--- config.mk ---
export PLATFORM = sky130hd
export DESIGN_NAME = mem_stage_flat
export DESIGN_NICKNAME = d
export VERILOG_FILES = /design/src/rtl/mem_stage_pkg.sv /design/src/rtl/mem_stage_if.sv /design/src/rtl/mem_stage_dmem_handshake.sv /design/src/rtl/mem_stage.sv /design/src/flat_wrapper.sv
export SDC_FILE = /design/constraint.sdc
export NUM_CORES = 1
export LEC_CHECK = 0
export CORE_MARGIN = 10
export CORE_UTILIZATION = 30
export DETAILED_ROUTE_END_ITERATION = 6
export DONT_BUFFER_PORTS = 1
export MAX_ROUTING_LAYER = met4
export PLACE_DENSITY = 0.44
export SLEW_MARGIN = 15
export SYNTH_ARGS = -nofsm -noshare
export SYNTH_HDL_FRONTEND = slang
export SYNTH_SLANG_ARGS = --single-unit
--- constraint.sdc ---
create_clock -name Clock -period 3.2 [get_ports Clock]
set_input_delay 0.64 -clock Clock [delete_from_list [all_inputs] [get_ports Clock]]
set_output_delay 0.64 -clock Clock [all_outputs]
set_load 0.02 [all_outputs]
--- src/rtl/mem_stage_pkg.sv ---
// mem_stage_pkg: MEM-stage FSM encoding, EX/MEM control bundle and bubble constant.
package mem_stage_pkg;

    typedef enum logic [1:0] {
        IDLE      = 2'd0,
        ACCESS    = 2'd1,
        ALIGN_ERR = 2'd2
    } mem_state_e;

    typedef struct packed {
        logic reg_write;
        logic mem_read;
        logic mem_write;
        logic mem_to_reg;
    } mem_ctrl_t;

    localparam mem_ctrl_t BUBBLE_CTRL = '0;

    function automatic logic is_mem_op(input mem_ctrl_t c);
        return c.mem_read | c.mem_write;
    endfunction

endpackage

--- src/rtl/mem_stage_if.sv ---
// mem_stage_if: request/acknowledge bus between the MEM stage (master) and data memory (slave).
interface mem_stage_if #(
    parameter int DATA_W = 32
);
    logic              DMem_Req;
    logic              DMem_We;
    logic [DATA_W-1:0] DMem_Addr;
    logic [DATA_W-1:0] DMem_WData;
    logic [DATA_W-1:0] DMem_RData;
    logic              DMem_Ack;

    modport master (
        output DMem_Req, DMem_We, DMem_Addr, DMem_WData,
        input  DMem_RData, DMem_Ack
    );

    modport slave (
        input  DMem_Req, DMem_We, DMem_Addr, DMem_WData,
        output DMem_RData, DMem_Ack
    );
endinterface

--- src/rtl/mem_stage_dmem_handshake.sv ---
// mem_stage_dmem_handshake: MEM-stage FSM generating Req/We/Stall for the data-memory access.
// With MEM_ALIGN_CHECK_EN defined, misaligned accesses are diverted to ALIGN_ERR.
module mem_stage_dmem_handshake
    import mem_stage_pkg::*;
(
    input  logic clk,
    input  logic rst_n,
    input  logic next_mem_op,
`ifdef MEM_ALIGN_CHECK_EN
    input  logic next_misaligned,
`endif
    input  logic cur_mem_read,
    input  logic cur_mem_write,
    input  logic ack,
    output logic req,
    output logic we,
    output logic stall,
    output logic align_err
);

    mem_state_e state, state_next;

    always_ff @(posedge clk or negedge rst_n) begin
        if (!rst_n) begin
            state <= IDLE;
        end else begin
            state <= state_next;
        end
    end

    // The state follows the op being loaded into EX/MEM, so it only moves on non-stalled edges.
    always_comb begin
        state_next = state;
        if (!stall) begin
            if (!next_mem_op) begin
                state_next = IDLE;
            end
`ifdef MEM_ALIGN_CHECK_EN
            else if (next_misaligned) begin
                state_next = ALIGN_ERR;
            end
`endif
            else begin
                state_next = ACCESS;
            end
        end
    end

    always_comb begin
        req       = 1'b0;
        we        = 1'b0;
        stall     = 1'b0;
        align_err = 1'b0;
        unique case (state)
            ACCESS: begin
                req   = cur_mem_read | cur_mem_write;
                we    = cur_mem_write;
                stall = ~ack;
            end
            ALIGN_ERR: align_err = 1'b1;
            default: ;
        endcase
    end

endmodule

--- src/rtl/mem_stage.sv ---
// mem_stage: EX/MEM and MEM/WB pipeline registers around the data-memory req/ack handshake.
// Optional MEM_ALIGN_CHECK_EN adds misaligned-access trapping and the AlignErr output.
module mem_stage
    import mem_stage_pkg::*;
#(
    parameter int DATA_W = 32,
    parameter int REG_W  = 5
) (
    input  logic              Clock,
    input  logic              Reset,
    input  logic [DATA_W-1:0] EX_ALUOut,
    input  logic [DATA_W-1:0] EX_StoreData,
    input  logic [REG_W-1:0]  EX_DestReg,
    input  logic              EX_RegWrite,
    input  logic              EX_MemRead,
    input  logic              EX_MemWrite,
    input  logic              EX_MemToReg,
    input  logic              ForC,
    input  logic              Flush,
    output logic [DATA_W-1:0] EXMEM_ALUOut,
    output logic [REG_W-1:0]  EXMEM_RegRd,
    output logic              EXMEM_RegWrite,
    output logic              EXMEM_MemWrite,
    mem_stage_if.master       dmem,
    output logic [DATA_W-1:0] MEMWB_WriteData,
    output logic [REG_W-1:0]  MEMWB_RegRd,
    output logic              MEMWB_RegWrite,
    output logic              MEMWB_MemToReg,
    output logic              Stall
`ifdef MEM_ALIGN_CHECK_EN
    ,
    output logic              AlignErr
`endif
);

    mem_ctrl_t         ex_ctrl;
    mem_ctrl_t         capture_ctrl;
    mem_ctrl_t         exmem_ctrl;
    logic [DATA_W-1:0] exmem_alu;
    logic [DATA_W-1:0] exmem_store;
    logic [REG_W-1:0]  exmem_rd;
    logic              stall;
    logic              align_err;
    logic              wb_mem_to_reg;

    assign ex_ctrl = '{
        reg_write:  EX_RegWrite,
        mem_read:   EX_MemRead,
        mem_write:  EX_MemWrite,
        mem_to_reg: EX_MemToReg
    };
    assign capture_ctrl = Flush ? BUBBLE_CTRL : ex_ctrl;

`ifdef MEM_ALIGN_CHECK_EN
    logic misaligned;
    assign misaligned = |EX_ALUOut[1:0];
    assign AlignErr   = align_err;
`endif

    mem_stage_dmem_handshake u_handshake (
        .clk             (Clock),
        .rst_n           (Reset),
        .next_mem_op     (is_mem_op(capture_ctrl)),
`ifdef MEM_ALIGN_CHECK_EN
        .next_misaligned (misaligned),
`endif
        .cur_mem_read    (exmem_ctrl.mem_read),
        .cur_mem_write   (exmem_ctrl.mem_write),
        .ack             (dmem.DMem_Ack),
        .req             (dmem.DMem_Req),
        .we              (dmem.DMem_We),
        .stall           (stall),
        .align_err       (align_err)
    );

    // EX/MEM: frozen while stalled, so a Flush held during the stall cannot drop the pending op.
    always_ff @(posedge Clock or negedge Reset) begin
        if (!Reset) begin
            exmem_ctrl  <= BUBBLE_CTRL;
            exmem_alu   <= '0;
            exmem_store <= '0;
            exmem_rd    <= '0;
        end else if (!stall) begin
            exmem_ctrl <= capture_ctrl;
            if (Flush) begin
                exmem_alu   <= '0;
                exmem_store <= '0;
                exmem_rd    <= '0;
            end else begin
                exmem_alu   <= EX_ALUOut;
                exmem_store <= ForC ? MEMWB_WriteData : EX_StoreData;
                exmem_rd    <= EX_DestReg;
            end
        end
    end

    assign wb_mem_to_reg = exmem_ctrl.mem_to_reg & ~align_err;

    always_ff @(posedge Clock or negedge Reset) begin
        if (!Reset) begin
            MEMWB_WriteData <= '0;
            MEMWB_RegRd     <= '0;
            MEMWB_RegWrite  <= 1'b0;
            MEMWB_MemToReg  <= 1'b0;
        end else if (stall) begin
            MEMWB_RegWrite <= 1'b0;
            MEMWB_MemToReg <= 1'b0;
        end else begin
            MEMWB_RegRd     <= exmem_rd;
            MEMWB_RegWrite  <= exmem_ctrl.reg_write & ~align_err;
            MEMWB_MemToReg  <= wb_mem_to_reg;
            MEMWB_WriteData <= wb_mem_to_reg ? dmem.DMem_RData : exmem_alu;
        end
    end

    assign EXMEM_ALUOut    = exmem_alu;
    assign EXMEM_RegRd     = exmem_rd;
    assign EXMEM_RegWrite  = exmem_ctrl.reg_write;
    assign EXMEM_MemWrite  = exmem_ctrl.mem_write;
    assign dmem.DMem_Addr  = exmem_alu;
    assign dmem.DMem_WData = exmem_store;
    assign Stall           = stall;

endmodule

--- src/flat_wrapper.sv ---
// flat-port wrapper written by rule: the top's interface ports become plain ports
module mem_stage_flat import mem_stage_pkg::*;
#(
    parameter int DATA_W = 32,
    parameter int REG_W  = 5
)
  (Clock, Reset, EX_ALUOut, EX_StoreData, EX_DestReg, EX_RegWrite, EX_MemRead, EX_MemWrite, EX_MemToReg, ForC, Flush, EXMEM_ALUOut, EXMEM_RegRd, EXMEM_RegWrite, EXMEM_MemWrite, MEMWB_WriteData, MEMWB_RegRd, MEMWB_RegWrite, MEMWB_MemToReg, Stall, dmem_DMem_Req, dmem_DMem_We, dmem_DMem_Addr, dmem_DMem_WData, dmem_DMem_RData, dmem_DMem_Ack);
  mem_stage_if #(.DATA_W(DATA_W)) dmem_i ();
  input  logic Clock;
  input  logic Reset;
  input  logic [DATA_W-1:0] EX_ALUOut;
  input  logic [DATA_W-1:0] EX_StoreData;
  input  logic [REG_W-1:0] EX_DestReg;
  input  logic EX_RegWrite;
  input  logic EX_MemRead;
  input  logic EX_MemWrite;
  input  logic EX_MemToReg;
  input  logic ForC;
  input  logic Flush;
  output logic [DATA_W-1:0] EXMEM_ALUOut;
  output logic [REG_W-1:0] EXMEM_RegRd;
  output logic EXMEM_RegWrite;
  output logic EXMEM_MemWrite;
  output logic [DATA_W-1:0] MEMWB_WriteData;
  output logic [REG_W-1:0] MEMWB_RegRd;
  output logic MEMWB_RegWrite;
  output logic MEMWB_MemToReg;
  output logic Stall;
  output wire logic [$bits(dmem_i.DMem_Req)-1:0] dmem_DMem_Req;
  output wire logic [$bits(dmem_i.DMem_We)-1:0] dmem_DMem_We;
  output wire logic [$bits(dmem_i.DMem_Addr)-1:0] dmem_DMem_Addr;
  output wire logic [$bits(dmem_i.DMem_WData)-1:0] dmem_DMem_WData;
  input wire logic [$bits(dmem_i.DMem_RData)-1:0] dmem_DMem_RData;
  input wire logic [$bits(dmem_i.DMem_Ack)-1:0] dmem_DMem_Ack;
  assign dmem_DMem_Req = dmem_i.DMem_Req;
  assign dmem_DMem_We = dmem_i.DMem_We;
  assign dmem_DMem_Addr = dmem_i.DMem_Addr;
  assign dmem_DMem_WData = dmem_i.DMem_WData;
  assign dmem_i.DMem_RData = dmem_DMem_RData;
  assign dmem_i.DMem_Ack = dmem_DMem_Ack;
  mem_stage #(.DATA_W(DATA_W), .REG_W(REG_W)) u_core (.Clock(Clock), .Reset(Reset), .EX_ALUOut(EX_ALUOut), .EX_StoreData(EX_StoreData), .EX_DestReg(EX_DestReg), .EX_RegWrite(EX_RegWrite), .EX_MemRead(EX_MemRead), .EX_MemWrite(EX_MemWrite), .EX_MemToReg(EX_MemToReg), .ForC(ForC), .Flush(Flush), .EXMEM_ALUOut(EXMEM_ALUOut), .EXMEM_RegRd(EXMEM_RegRd), .EXMEM_RegWrite(EXMEM_RegWrite), .EXMEM_MemWrite(EXMEM_MemWrite), .dmem(dmem_i), .MEMWB_WriteData(MEMWB_WriteData), .MEMWB_RegRd(MEMWB_RegRd), .MEMWB_RegWrite(MEMWB_RegWrite), .MEMWB_MemToReg(MEMWB_MemToReg), .Stall(Stall));
endmodule
==> flow_summary.json <==
{
  "drive_gt1_frac": 0.378,
  "syn_nets": 546,
  "num_antenna_cells": 0,
  "clockBufferDepth": 2,
  "cp_slowest_cell": "dfrtp_1",
  "r2r-start": "u_core.u_handshake.state[0]$_DFFE_PN0N_",
  "gp_congestion": 0.707,
  "route.antenna.remaining_nets": 0,
  "grt_max_degree": 114,
  "core_um2": 19000,
  "clockRootBuffer": "clkbuf_16",
  "dr.pass1.iters": 4,
  "drtIter0Drc": 152,
  "worstSetupPathType": "register to primary output",
  "remaining_drc_errors": 0,
  "avgSynthCellArea_um2": 13.4,
  "fin_hold_ws_ns": -0.0768,
  "routed_wl_mm": 16.1,
  "synth-main-ff-cell": "dfrtp_1",
  "cp_top_family": "flip-flops",
  "dpl-instance-area_um2": 5730,
  "synth.most_common_cell": "dfrtp_1",
  "grt_pass1_wl_mm": 24.3,
  "first_global_vias": 3714,
  "fin_crit_ns": 2.26,
  "dieArea_um2": 25500,
  "p_per_area_nw_per_um2": 690,
  "cp.arrival_ns": 1.62,
  "die_w_um": 160,
  "start_util": 0.308,
  "vias_per_cell": 4.93,
  "startpoint_type": "register",
  "slew_headroom": 0.400,
  "yosys.area.top_type_share": 0.484,
  "period_share": 0.708,
  "max_stage_delay_ns": 0.78,
  "setup_viol": 0,
  "status": "finished, violations left",
  "rsz0062_at_grt": "false",
  "syn_area_um2": 5850,
  "seq_area_frac_synth": 0.484,
  "path_clk_slew_ns": 0.05,
  "cts_tree": "done",
  "ys_ff_latch": 113,
  "netlist-cell-type-count": 21,
  "syn_to_final_growth_pct": 7.98,
  "cp.required_ns": 2.56,
  "maxCapViolations": 0,
  "ff2ff_setup_slack_ns": 1.25,
  "drv_slew": 0,
  "nets": 500,
  "reg2reg_to": "u_core.dmem.DMem_WData[13]$_DFFE_PN0N_",
  "die_h_um": 160,
  "cp_max_fo": 17,
  "pin_count": 255,
  "clkLatencyLatePin_ns": 0.41,
  "async_reset_ff_frac": 1.00,
  "worst_pin_slew_ns": 0.899,
  "leakage_nw": 2.87,
  "endpoint_kind": "primary output",
  "synth_area_leaders": "dfrtp_1 (48%), mux2_2 (13%), mux2_4 (9.5%)",
  "wl_per_cell_um": 24.4,
  "cts_resized": 0,
  "synth_edf_count": 0,
  "reg2reg_depth": 4,
  "num_vias": 3255,
  "clock_sinks": 113,
  "violations": "negative hold slack",
  "numPortBuffers": 0,
  "antenna_found_initial": 0,
  "numCtsBuffers": 17,
  "dp_hpwl_mm": 10.9,
  "ctsHtreeMaxLevel": 4,
  "overflow": 0,
  "finClkSkew_ns": 0.0131,
  "cts_setup_buffers": 0,
  "syn_inst": 436,
  "design_area_um2": 6310,
  "power.total_mw": 4.36,
  "ir_drop_mv": 0.339,
  "num_rows": 50,
  "tns_ns": 0,
  "grt_usage": 0.129,
  "yosysWarnings": 0,
  "clock.fmax_mhz": 442,
  "hold_viol_final": 113,
  "path_buf_inv": 1,
  "synth_commonest_cells": "dfrtp_1 (113), mux2_2 (69), nor2b_1 (39), mux2_4 (37), buf_4 (34)",
  "hold_path_class": "input port to asynchronous set/reset pin",
  "path_cells": "nand2b_4 -> inv_2",
  "yosysTopAreaCell": "dfrtp_1"
}
## placed cells by master, fill, tap and decap left out
| cell type | instances |
|---|---|
| dfrtp_1 | 112 |
| mux2_2 | 69 |
| nor2b_1 | 39 |
| mux2_4 | 37 |
| mux2i_1 | 32 |
| nand3b_1 | 32 |
| o31ai_1 | 21 |
| clkbuf_16 | 17 |
| o31ai_2 | 11 |
| clkbuf_8 | 5 |
| mux2_1 | 4 |
| clkinv_2 | 4 |
| and2_1 | 3 |
| and2b_1 | 2 |
| bufinv_16 | 2 |
| buf_4 | 2 |
| nand2b_4 | 1 |
| inv_2 | 1 |
| o21a_1 | 1 |
| nor2_1 | 1 |
| o21ai_0 | 1 |
| clkbuf_1 | 1 |
| buf_12 | 1 |
| dfrtp_2 | 1 |
## power breakdown
group / switching, mW / internal [mW] / total, mW
clock: 0.643 / 1.23 / 1.87
sequential: 0.465 / 1.60 / 2.06
combinational: 0.150 / 0.273 / 0.424
total: 1.26 / 3.10 / 4.36
## metal layers
metal	GRT usage	wire (µm)
met1	0.136	6220
met5	-	0
met2	0.199	7840
met3	0.0700	1830
met4	0.0459	224
## cell type report
type                       instances  area, µm²
clock buffer                      23        498
clock inverter                     6       80.1
fill                            1907      12600
inverter                           1       3.75
multi-input combinational        254       2540
sequential                       113       2830
tap                              260        325
timing repair buffer               3       35.0
## state kept, by name (all words and copies together) (netlist names)
register                  cells
u_core.EXMEM_RegWrite         1
u_core.MEMWB_RegRd            5
u_core.u_handshake.state      1
u_core.dmem.DMem_WData       32
u_core.MEMWB_WriteData       32
u_core.EXMEM_MemWrite         1
u_core.MEMWB_MemToReg         1
u_core.EXMEM_RegRd            5
u_core.MEMWB_RegWrite         1
u_core.exmem_ctrl             2
u_core.EXMEM_ALUOut          32
## metrics by stage
stage / instances / util / worst slack, ns
after CTS: 660 / 0.333 / 0.886
final: 660 / 0.333 / 0.936
after floorplan: 436 / - / 1.24
after detailed placement: 631 / 0.303 / 1.23
after global placement: 631 / 0.303 / 1.35
after global routing: 660 / 0.333 / 0.818
## kinds of logic (layout without fill, tap and decap cells)
kind of cell           after synthesis  count (layout)  share of synthesized area
DFF                                113             113                      0.484
muxes                              142             142                      0.290
and+or+nand+nor                     78              78                     0.0916
buffers and inverters               69              33                     0.0816
AOI/OAI and AO/OA                   34              34                     0.0527
## worst max-delay path by stage
stage / cells after the start / from / slack [ns] / endpoint
after floorplan: 4 / dmem_DMem_Ack / 1.24 / Stall
final: 2 / u_core.u_handshake.state[0]$_DFFE_PN0N_ / 0.94 / Stall
after detailed placement: 4 / u_core.u_handshake.state[0]$_DFFE_PN0N_ / 1.23 / u_core.dmem.DMem_WData[13]$_DFFE_PN0N_
after CTS: 2 / u_core.u_handshake.state[0]$_DFFE_PN0N_ / 0.89 / Stall
after global placement: 4 / u_core.u_handshake.state[0]$_DFFE_PN0N_ / 1.35 / u_core.dmem.DMem_WData[18]$_DFFE_PN0N_
after global routing: 2 / u_core.u_handshake.state[0]$_DFFE_PN0N_ / 0.82 / Stall
Power figures use the tool's default switching activity.
